File: config.mk
export PLATFORM = sky130hd
export DESIGN_NAME = mult_ctrl_flat
export DESIGN_NICKNAME = d
export VERILOG_FILES = /design/src/rtl/mult_ctrl_if.sv /design/src/rtl/mult_ctrl.sv /design/src/flat_wrapper.sv
export SDC_FILE = /design/constraint.sdc
export NUM_CORES = 1
export LEC_CHECK = 0
export ABC_CLOCK_PERIOD_IN_PS = 10200
export CELL_PAD_IN_SITES_DETAIL_PLACEMENT = 1
export CELL_PAD_IN_SITES_GLOBAL_PLACEMENT = 2
export CORE_ASPECT_RATIO = 1.4
export CORE_MARGIN = 2
export CORE_UTILIZATION = 32
export CTS_BUF_LIST = sky130_fd_sc_hd__clkbuf_4 sky130_fd_sc_hd__clkbuf_8 sky130_fd_sc_hd__clkbuf_16
export CTS_CLUSTER_SIZE = 24
export DETAILED_ROUTE_END_ITERATION = 12
export MAX_ROUTING_LAYER = met4
export PLACE_DENSITY_LB_ADDON = 0.1
export SETUP_SLACK_MARGIN = 0.05
export SYNTH_ARGS = -nofsm -noshare
export SYNTH_HDL_FRONTEND = slang
export SYNTH_SLANG_ARGS = --single-unit
File: constraint.sdc
create_clock -name clk -period 10.2 [get_ports clk]
set_clock_uncertainty 0.2 [all_clocks]
set_input_delay 1.53 -clock clk [delete_from_list [all_inputs] [get_ports clk]]
set_output_delay 1.53 -clock clk [all_outputs]
set_load 0.01 [all_outputs]
File: src/rtl/mult_ctrl_if.sv
// Pipeline/multiplier-facing bundle for the HI/LO multiply controller.
interface mult_ctrl_if;
  logic        flush;
  logic        mult_en;
  logic        is_unsign;
  logic [31:0] op_a;
  logic [31:0] op_b;
  logic        mthi;
  logic        mtlo;
  logic [31:0] wdata;
  logic [31:0] mul_a;
  logic [31:0] mul_b;
  logic [63:0] mul_prod;
  logic        mult_busy;
  logic        mult_done;
  logic [31:0] hi;
  logic [31:0] lo;

  // Pipeline and combinational multiplier side
  modport master (
    output flush, mult_en, is_unsign, op_a, op_b, mthi, mtlo, wdata, mul_prod,
    input  mul_a, mul_b, mult_busy, mult_done, hi, lo
  );

  // Controller side
  modport slave (
    input  flush, mult_en, is_unsign, op_a, op_b, mthi, mtlo, wdata, mul_prod,
    output mul_a, mul_b, mult_busy, mult_done, hi, lo
  );
endinterface

File: src/rtl/mult_ctrl.sv
// Multiply sequencer and HI/LO register file: holds operands for LATENCY
// cycles, samples the signed product, applies the MULTU correction and commits.
module mult_ctrl #(
  parameter int unsigned LATENCY = 2
) (
  input  logic       clk,
  input  logic       rst,
  mult_ctrl_if.slave bus
);
  localparam int unsigned DW    = 32;
  localparam int unsigned PW    = 64;
  localparam int unsigned CNT_W = (LATENCY > 1) ? $clog2(LATENCY) : 1;

  typedef enum logic [1:0] {
    S_IDLE = 2'd0,
    S_WAIT = 2'd1,
    S_CORR = 2'd2
  } state_t;

  state_t           r_state;
  state_t           w_state_nxt;
  logic [CNT_W-1:0] r_cnt;
  logic [CNT_W-1:0] w_cnt_nxt;
  logic [DW-1:0]    r_mul_a;
  logic [DW-1:0]    w_mul_a_nxt;
  logic [DW-1:0]    r_mul_b;
  logic [DW-1:0]    w_mul_b_nxt;
  logic             r_uns;
  logic             w_uns_nxt;
  logic [PW-1:0]    r_prod;
  logic [PW-1:0]    w_prod_nxt;
  logic [DW-1:0]    r_hi;
  logic [DW-1:0]    w_hi_nxt;
  logic [DW-1:0]    r_lo;
  logic [DW-1:0]    w_lo_nxt;
  logic             r_done;
  logic             w_done_nxt;
  logic [PW-1:0]    w_corr_a;
  logic [PW-1:0]    w_corr_b;
  logic [PW-1:0]    w_corr;
  logic             w_busy;

  // Unsigned correction: a negative-looking operand under MULTU adds the other operand << 32
  assign w_corr_a = (r_uns & r_mul_a[DW-1]) ? {r_mul_b, DW'(0)} : PW'(0);
  assign w_corr_b = (r_uns & r_mul_b[DW-1]) ? {r_mul_a, DW'(0)} : PW'(0);
  assign w_corr   = r_prod + w_corr_a + w_corr_b;

  // Stall request, including the accepting IDLE cycle
  assign w_busy = ((r_state == S_IDLE) & bus.mult_en & ~bus.flush) |
                  (r_state == S_WAIT) | (r_state == S_CORR);

  // State register and datapath registers
  always_ff @(posedge clk or posedge rst) begin
    if (rst) begin
      r_state <= S_IDLE;
      r_cnt   <= '0;
      r_mul_a <= '0;
      r_mul_b <= '0;
      r_uns   <= 1'b0;
      r_prod  <= '0;
      r_hi    <= '0;
      r_lo    <= '0;
      r_done  <= 1'b0;
    end else begin
      r_state <= w_state_nxt;
      r_cnt   <= w_cnt_nxt;
      r_mul_a <= w_mul_a_nxt;
      r_mul_b <= w_mul_b_nxt;
      r_uns   <= w_uns_nxt;
      r_prod  <= w_prod_nxt;
      r_hi    <= w_hi_nxt;
      r_lo    <= w_lo_nxt;
      r_done  <= w_done_nxt;
    end
  end

  // Next-state and next-register logic; flush overrides everything in any state
  always_comb begin
    w_state_nxt = r_state;
    w_cnt_nxt   = r_cnt;
    w_mul_a_nxt = r_mul_a;
    w_mul_b_nxt = r_mul_b;
    w_uns_nxt   = r_uns;
    w_prod_nxt  = r_prod;
    w_hi_nxt    = r_hi;
    w_lo_nxt    = r_lo;
    w_done_nxt  = 1'b0;
    if (bus.flush) begin
      w_state_nxt = S_IDLE;
      w_cnt_nxt   = '0;
    end else begin
      unique case (r_state)
        S_IDLE: begin
          if (bus.mult_en) begin
            w_mul_a_nxt = bus.op_a;
            w_mul_b_nxt = bus.op_b;
            w_uns_nxt   = bus.is_unsign;
            w_cnt_nxt   = CNT_W'(LATENCY - 1);
            w_state_nxt = S_WAIT;
          end else begin
            if (bus.mthi) w_hi_nxt = bus.wdata;
            if (bus.mtlo) w_lo_nxt = bus.wdata;
          end
        end
        S_WAIT: begin
          if (r_cnt != '0) begin
            w_cnt_nxt = r_cnt - CNT_W'(1);
          end else begin
            w_prod_nxt  = bus.mul_prod;
            w_state_nxt = S_CORR;
          end
        end
        S_CORR: begin
          {w_hi_nxt, w_lo_nxt} = w_corr;
          w_done_nxt           = 1'b1;
          w_state_nxt          = S_IDLE;
        end
        default: begin
          w_state_nxt = S_IDLE;
        end
      endcase
    end
  end

  assign bus.mul_a     = r_mul_a;
  assign bus.mul_b     = r_mul_b;
  assign bus.hi        = r_hi;
  assign bus.lo        = r_lo;
  assign bus.mult_done = r_done;
  assign bus.mult_busy = w_busy;
endmodule
File: src/flat_wrapper.sv
// flat-port wrapper written by rule: the top's interface ports become plain ports
module mult_ctrl_flat 
#(
  parameter int unsigned LATENCY = 2
)
  (clk, rst, bus_flush, bus_mult_en, bus_is_unsign, bus_op_a, bus_op_b, bus_mthi, bus_mtlo, bus_wdata, bus_mul_prod, bus_mul_a, bus_mul_b, bus_mult_busy, bus_mult_done, bus_hi, bus_lo);
  mult_ctrl_if bus_i ();
  input  logic clk;
  input  logic rst;
  input wire logic [$bits(bus_i.flush)-1:0] bus_flush;
  input wire logic [$bits(bus_i.mult_en)-1:0] bus_mult_en;
  input wire logic [$bits(bus_i.is_unsign)-1:0] bus_is_unsign;
  input wire logic [$bits(bus_i.op_a)-1:0] bus_op_a;
  input wire logic [$bits(bus_i.op_b)-1:0] bus_op_b;
  input wire logic [$bits(bus_i.mthi)-1:0] bus_mthi;
  input wire logic [$bits(bus_i.mtlo)-1:0] bus_mtlo;
  input wire logic [$bits(bus_i.wdata)-1:0] bus_wdata;
  input wire logic [$bits(bus_i.mul_prod)-1:0] bus_mul_prod;
  output wire logic [$bits(bus_i.mul_a)-1:0] bus_mul_a;
  output wire logic [$bits(bus_i.mul_b)-1:0] bus_mul_b;
  output wire logic [$bits(bus_i.mult_busy)-1:0] bus_mult_busy;
  output wire logic [$bits(bus_i.mult_done)-1:0] bus_mult_done;
  output wire logic [$bits(bus_i.hi)-1:0] bus_hi;
  output wire logic [$bits(bus_i.lo)-1:0] bus_lo;
  assign bus_i.flush = bus_flush;
  assign bus_i.mult_en = bus_mult_en;
  assign bus_i.is_unsign = bus_is_unsign;
  assign bus_i.op_a = bus_op_a;
  assign bus_i.op_b = bus_op_b;
  assign bus_i.mthi = bus_mthi;
  assign bus_i.mtlo = bus_mtlo;
  assign bus_i.wdata = bus_wdata;
  assign bus_i.mul_prod = bus_mul_prod;
  assign bus_mul_a = bus_i.mul_a;
  assign bus_mul_b = bus_i.mul_b;
  assign bus_mult_busy = bus_i.mult_busy;
  assign bus_mult_done = bus_i.mult_done;
  assign bus_hi = bus_i.hi;
  assign bus_lo = bus_i.lo;
  mult_ctrl #(.LATENCY(LATENCY)) u_core (.clk(clk), .rst(rst), .bus(bus_i));
endmodule
* After elaboration in Yosys (flattened, before gate mapping) *
Index checks and enable logic that the tools add are counted.

storage, ports and cells
  register bits after elaboration = 197

cells by class
  $add $sub $neg = 3
  eq/ne operators = 7
  mux-type cells = 18
  bitwise logic cells = 8
  reduce and logical (&&, ||, !) cells = 9

operators by type and width
  cell                 count
  $add 64x64->64       2
  $mux 32              4
  $mux 64              2
  $pmux 32 s2          2
  $reduce_and 4->1     2
  $mux 2               3
  $ne 2x2->1 const B   3
  $ne 3x3->1 const B   2
  $reduce_and 3->1     2
  $mux 1               5
  $and 1x1->1          4
  $pmux 2 s2           1
  $reduce_and 2->1     2
  $reduce_bool 3->1    1
  $eq 2x1->1 const B   1
  $eq 2x2->1 const B   1
  $logic_not 2->1      1
  $not 1->1            2
  $or 1x1->1           2
  $pmux 1 s2           1
  $reduce_bool 2->1    1
  $sub 1x1->1 const B  1

* Longest topological paths before layout *
  depth after elaboration = 5
  gate-level depth with buffers = 15
  gate-level depth less buffers = 14

* Worst setup path after synthesis *
No wires, ideal clock.

  kind = input-to-output
  start point = input port bus_flush
  end point = output port bus_mult_busy
  arrival = 2.282 ns
  setup slack = 6.188 ns
  cell stages on the path = 3
  cell sequence = nor4b_1 > buf_2 > or3_1

between the ends
  longest elaborated chain between the ends = 4

ends and longest elaborated chain
  what                        RTL line            RTL
  start: declaration          flat_wrapper.sv:10  input wire logic [$bits(bus_i.flush)-1:0] bus_flush;
  $not 1->1 (no source line)  n/a
  $and 1x1->1                 mult_ctrl.sv:49     assign w_busy = ((r_state == S_IDLE) & bus.mult_en & ~bus.flush) |
  $or 1x1->1                  mult_ctrl.sv:49
  $or 1x1->1                  mult_ctrl.sv:50     (r_state == S_WAIT) | (r_state == S_CORR);
  end: declaration            flat_wrapper.sv:21  output wire logic [$bits(bus_i.mult_busy)-1:0] bus_mult_busy;

No other way between the ends.

* Worst setup path after layout *
Ends and elaborated chain as after synthesis.

==> impl_metrics.csv <==
group,metric,value,unit
grt,met1_usage,26.7,%
die,core,33000,um2
pwr,p_clk_share,22.9,%
synthesis,yosys.area.top_type_share,46.3,%
run_status,status,"complete, no violations",
timing,tightest_slew,995,ps
worst_setup_path,path_max_fanout,66,
die,die_width,158,um
finish,final_area,14700,um2
flow_run,max_cap_viol_count,0,
finish,area_delta_synth_final,38.3,%
grt,grt_usage,19.5,%
synthesis,ys_seq_area_share,46.3,%
synthesis,syn_nets,1309,
timing,rsz0062_at_grt,"no",
die,die_h,220,um
synthesis,yosys_warnings,0,
clock_tree,root_buffer,"clkbuf_16",
synthesis,ys_async_sr_fraction,100,%
clock_tree,hold_buffers,0,
die,ios,297,
finish,nNetsFinal,1576,
die,initial_core_util,32.3,%
synthesis,ys_ff_latch,197,
worst_setup_path,critPathKind,"in -> out",
clock_tree,numCtsBuffers,17,
detailed_routing,drc,0,
detailed_routing,num_vias,8557,
grt,antenna_found_initial,1,
timing,maxSlewHeadroom,33.7,%
clock_tree,clockBufferDepth,2,
grt,top_usage_layer,"met2",
worst_setup_path,arrival,3830,ps
worst_hold_path,hold_class,"reg -> reg",
placed_design,post-dp-hpwl,23900,um
pwr,p_int,2.10,mW
clock_tree,post_cts_resized,0,
clock_tree,h-tree-depth,4,
detailed_routing,first_iter_violations,231,
synthesis,syn_area_per_cell,9.86,um2
grt,overflow,0,
pwr,p_per_area,225,nW/um2
grt,grt_max_degree,138,
grt,grt_pass1_wl,51100,um
placed_design,dpl_worst_slack,4600,ps
detailed_routing,via_per_inst,4.74,
timing,post-route-period-util,54.5,%
worst_setup_path,end_kind,"output pin",
clock_tree,cts_tree,"done",
pwr,p_sw_share,36.7,%
grt,grt_util_met3,3.58,%
timing,final_max_slew_viol_count,0,
worst_setup_path,crit_required,8470,ps
clock_tree,clk_latency,460,ps
worst_setup_path,cpMostUsedCell,"clkdlybuf4s50_1",
detailed_routing,finalWirelength,32400,um
synthesis,synth_edf_count,0,
worst_setup_path,critPathLaunchType,"input pin",
die,die-area,34800,um2
timing,finalCriticalPeriod,5560,ps
finish,final_cell_mix,"clkdlybuf4s50_1 (296), dfrtp_1 (197), nand2_1 (188)",
die,rows,79,
pwr,combPwrFrac,43.6,%
clock_tree,cts_setup_buffers,0,
detailed_routing,antenna_left,0,
timing,finalHoldViolations,0,
worst_setup_path,worst_path_max_delay_cell,"buf_4",
synthesis,syn_inst,1080,
grt,first_global_vias,9344,
finish,mostFrequentLayoutCell,"clkdlybuf4s50_1",
timing,tns,0,ps
worst_setup_path,worstPathCellList,"clkdlybuf4s50_1 -> nor4b_2 -> buf_4 -> or3_1 -> clkdlybuf4s50_1",
finish,drive_above_1_share,11.3,%
clock_tree,path_clk_slew,70,ps
synthesis,synth_ff_type,"dfrtp_1",
clock_tree,cts.sinks,197,
detailed_routing,drt_first_pass_iters,4,
synthesis,ys_top_cells_by_area,"dfrtp_1 (46%), mux2_2 (10%), nand2_1 (6.6%)",
pwr,pwr-share-seq,33.5,%
pwr,switchingPower,1.22,mW
placed_design,dpl-instance-area,14100,um2
timing,setup_slack,4640,ps
synthesis,synth_area_leader_cell,"dfrtp_1",
synthesis,syn_area,10700,um2
worst_setup_path,max_stage_delay,710,ps
timing,max_clock_freq,180,MHz
pwr,p_leak,6.43,nW
timing,final-setup-viol-count,0,
synthesis,ys_types,53,
detailed_routing,routedWlPerCell,17.9,um
finish,filler_cell_count,3761,
pwr,ir_drop,0.106,mV
placed_design,portBuffers,296,
grt,grt_use_met2,30.0,%
placed_design,gp_congestion,0.787,
finish,fin_util,44.6,%
## critical path: cells and delay by family
family | cells | cell delay, ps
buffers and inverters | 3 | 1790
AND/OR/NAND/NOR | 2 | 500
## sequential cells by signal, summed over array words and instances (netlist names)
| signal | cells |
|---|---|
| u_core.bus.mult_done | 1 |
| u_core.r_state | 2 |
| u_core.r_uns | 1 |
| u_core.r_cnt | 1 |
| u_core.bus.hi | 32 |
| u_core.bus.lo | 32 |
| u_core.bus.mul_a | 32 |
| u_core.r_prod | 64 |
| u_core.bus.mul_b | 32 |
## cell families (layout without fill, tap and decap cells)
logic type,after synthesis,after routing,share of synthesized area (%)
and+or+nand+nor,296,296,12.0
AOI/OAI and AO/OA,239,239,13.5
DFF,197,197,46.3
buffers and inverters,157,437,5.63
muxes,108,108,11.3
adders and majority gates,62,62,9.54
xor gates and xnor gates,21,21,1.73
other,0,1,0
## cell usage after synthesis (5+ instances only)
cell type,number
and2_1,12
nor3_1,9
inv_1,99
a21o_1,7
a21oi_1,66
nor2_1,42
clkbuf_1,48
buf_2,8
xnor2_1,14
mux2_2,99
o211ai_1,5
ha_1,30
nand2_1,188
fa_1,32
o21ai_0,96
nand3_1,5
o21ai_1,6
dfrtp_1,197
nor2b_1,6
xor2_1,7
o21a_1,8
mux2i_1,9
nand4_1,12
and3_1,5
a21boi_0,20
## stage by stage
stage	std cells	hold slack [ps]	power, mW
after floorplan	1080	276	1.96
after global placement	1773	260	2.57
after detailed placement	1773	270	2.59
after CTS	1805	287	3.37
after global routing	1806	306	3.57
final	1806	278	3.32
## final cells by class
type,count,area (um2),share of cell area [%]
timing repair buffer,306,3040,20.6
tap,445,557,3.78
sequential,197,4930,33.5
clock inverter,12,188,1.27
antenna,1,2.50,0.0170
inverter,99,379,2.57
clock buffer,20,467,3.17
multi-input combinational,726,5170,35.1
## power groups by stage
stage	clock, mW	combinational [mW]	sequential [mW]
final	0.760	1.45	1.11
after global placement	0	1.45	1.12
after global routing	0.811	1.62	1.14
after CTS	0.784	1.47	1.12
after floorplan	0	0.805	1.16
after detailed placement	0	1.46	1.13
## path summary, 6_finish.rpt
| check | from | endpoint | slack [ps] | cells after the start |
|---|---|---|---|---|
| max in group asynchronous | rst | u_core.bus.mul_b[28] | 6760 | 3 |
| worst max register to register | u_core.r_uns | u_core.bus.hi[27] | 6130 | 15 |
| worst min register to register | u_core.bus.lo[7] | u_core.bus.lo[7] | 280 | 2 |
| min in group asynchronous | rst | u_core.bus.lo[1] | 1490 | 2 |
| worst min-delay path | u_core.bus.lo[7] | u_core.bus.lo[7] | 280 | 2 |
| worst max-delay path | bus_flush | bus_mult_busy | 4640 | 5 |
## metal layers
layer	wire length (um)	vias to the layer above
met3	1360	25
li1	-	4167
met2	14900	194
met5	0	-
met4	424	0
met1	15700	4171
Power figures use the tool's default switching activity.
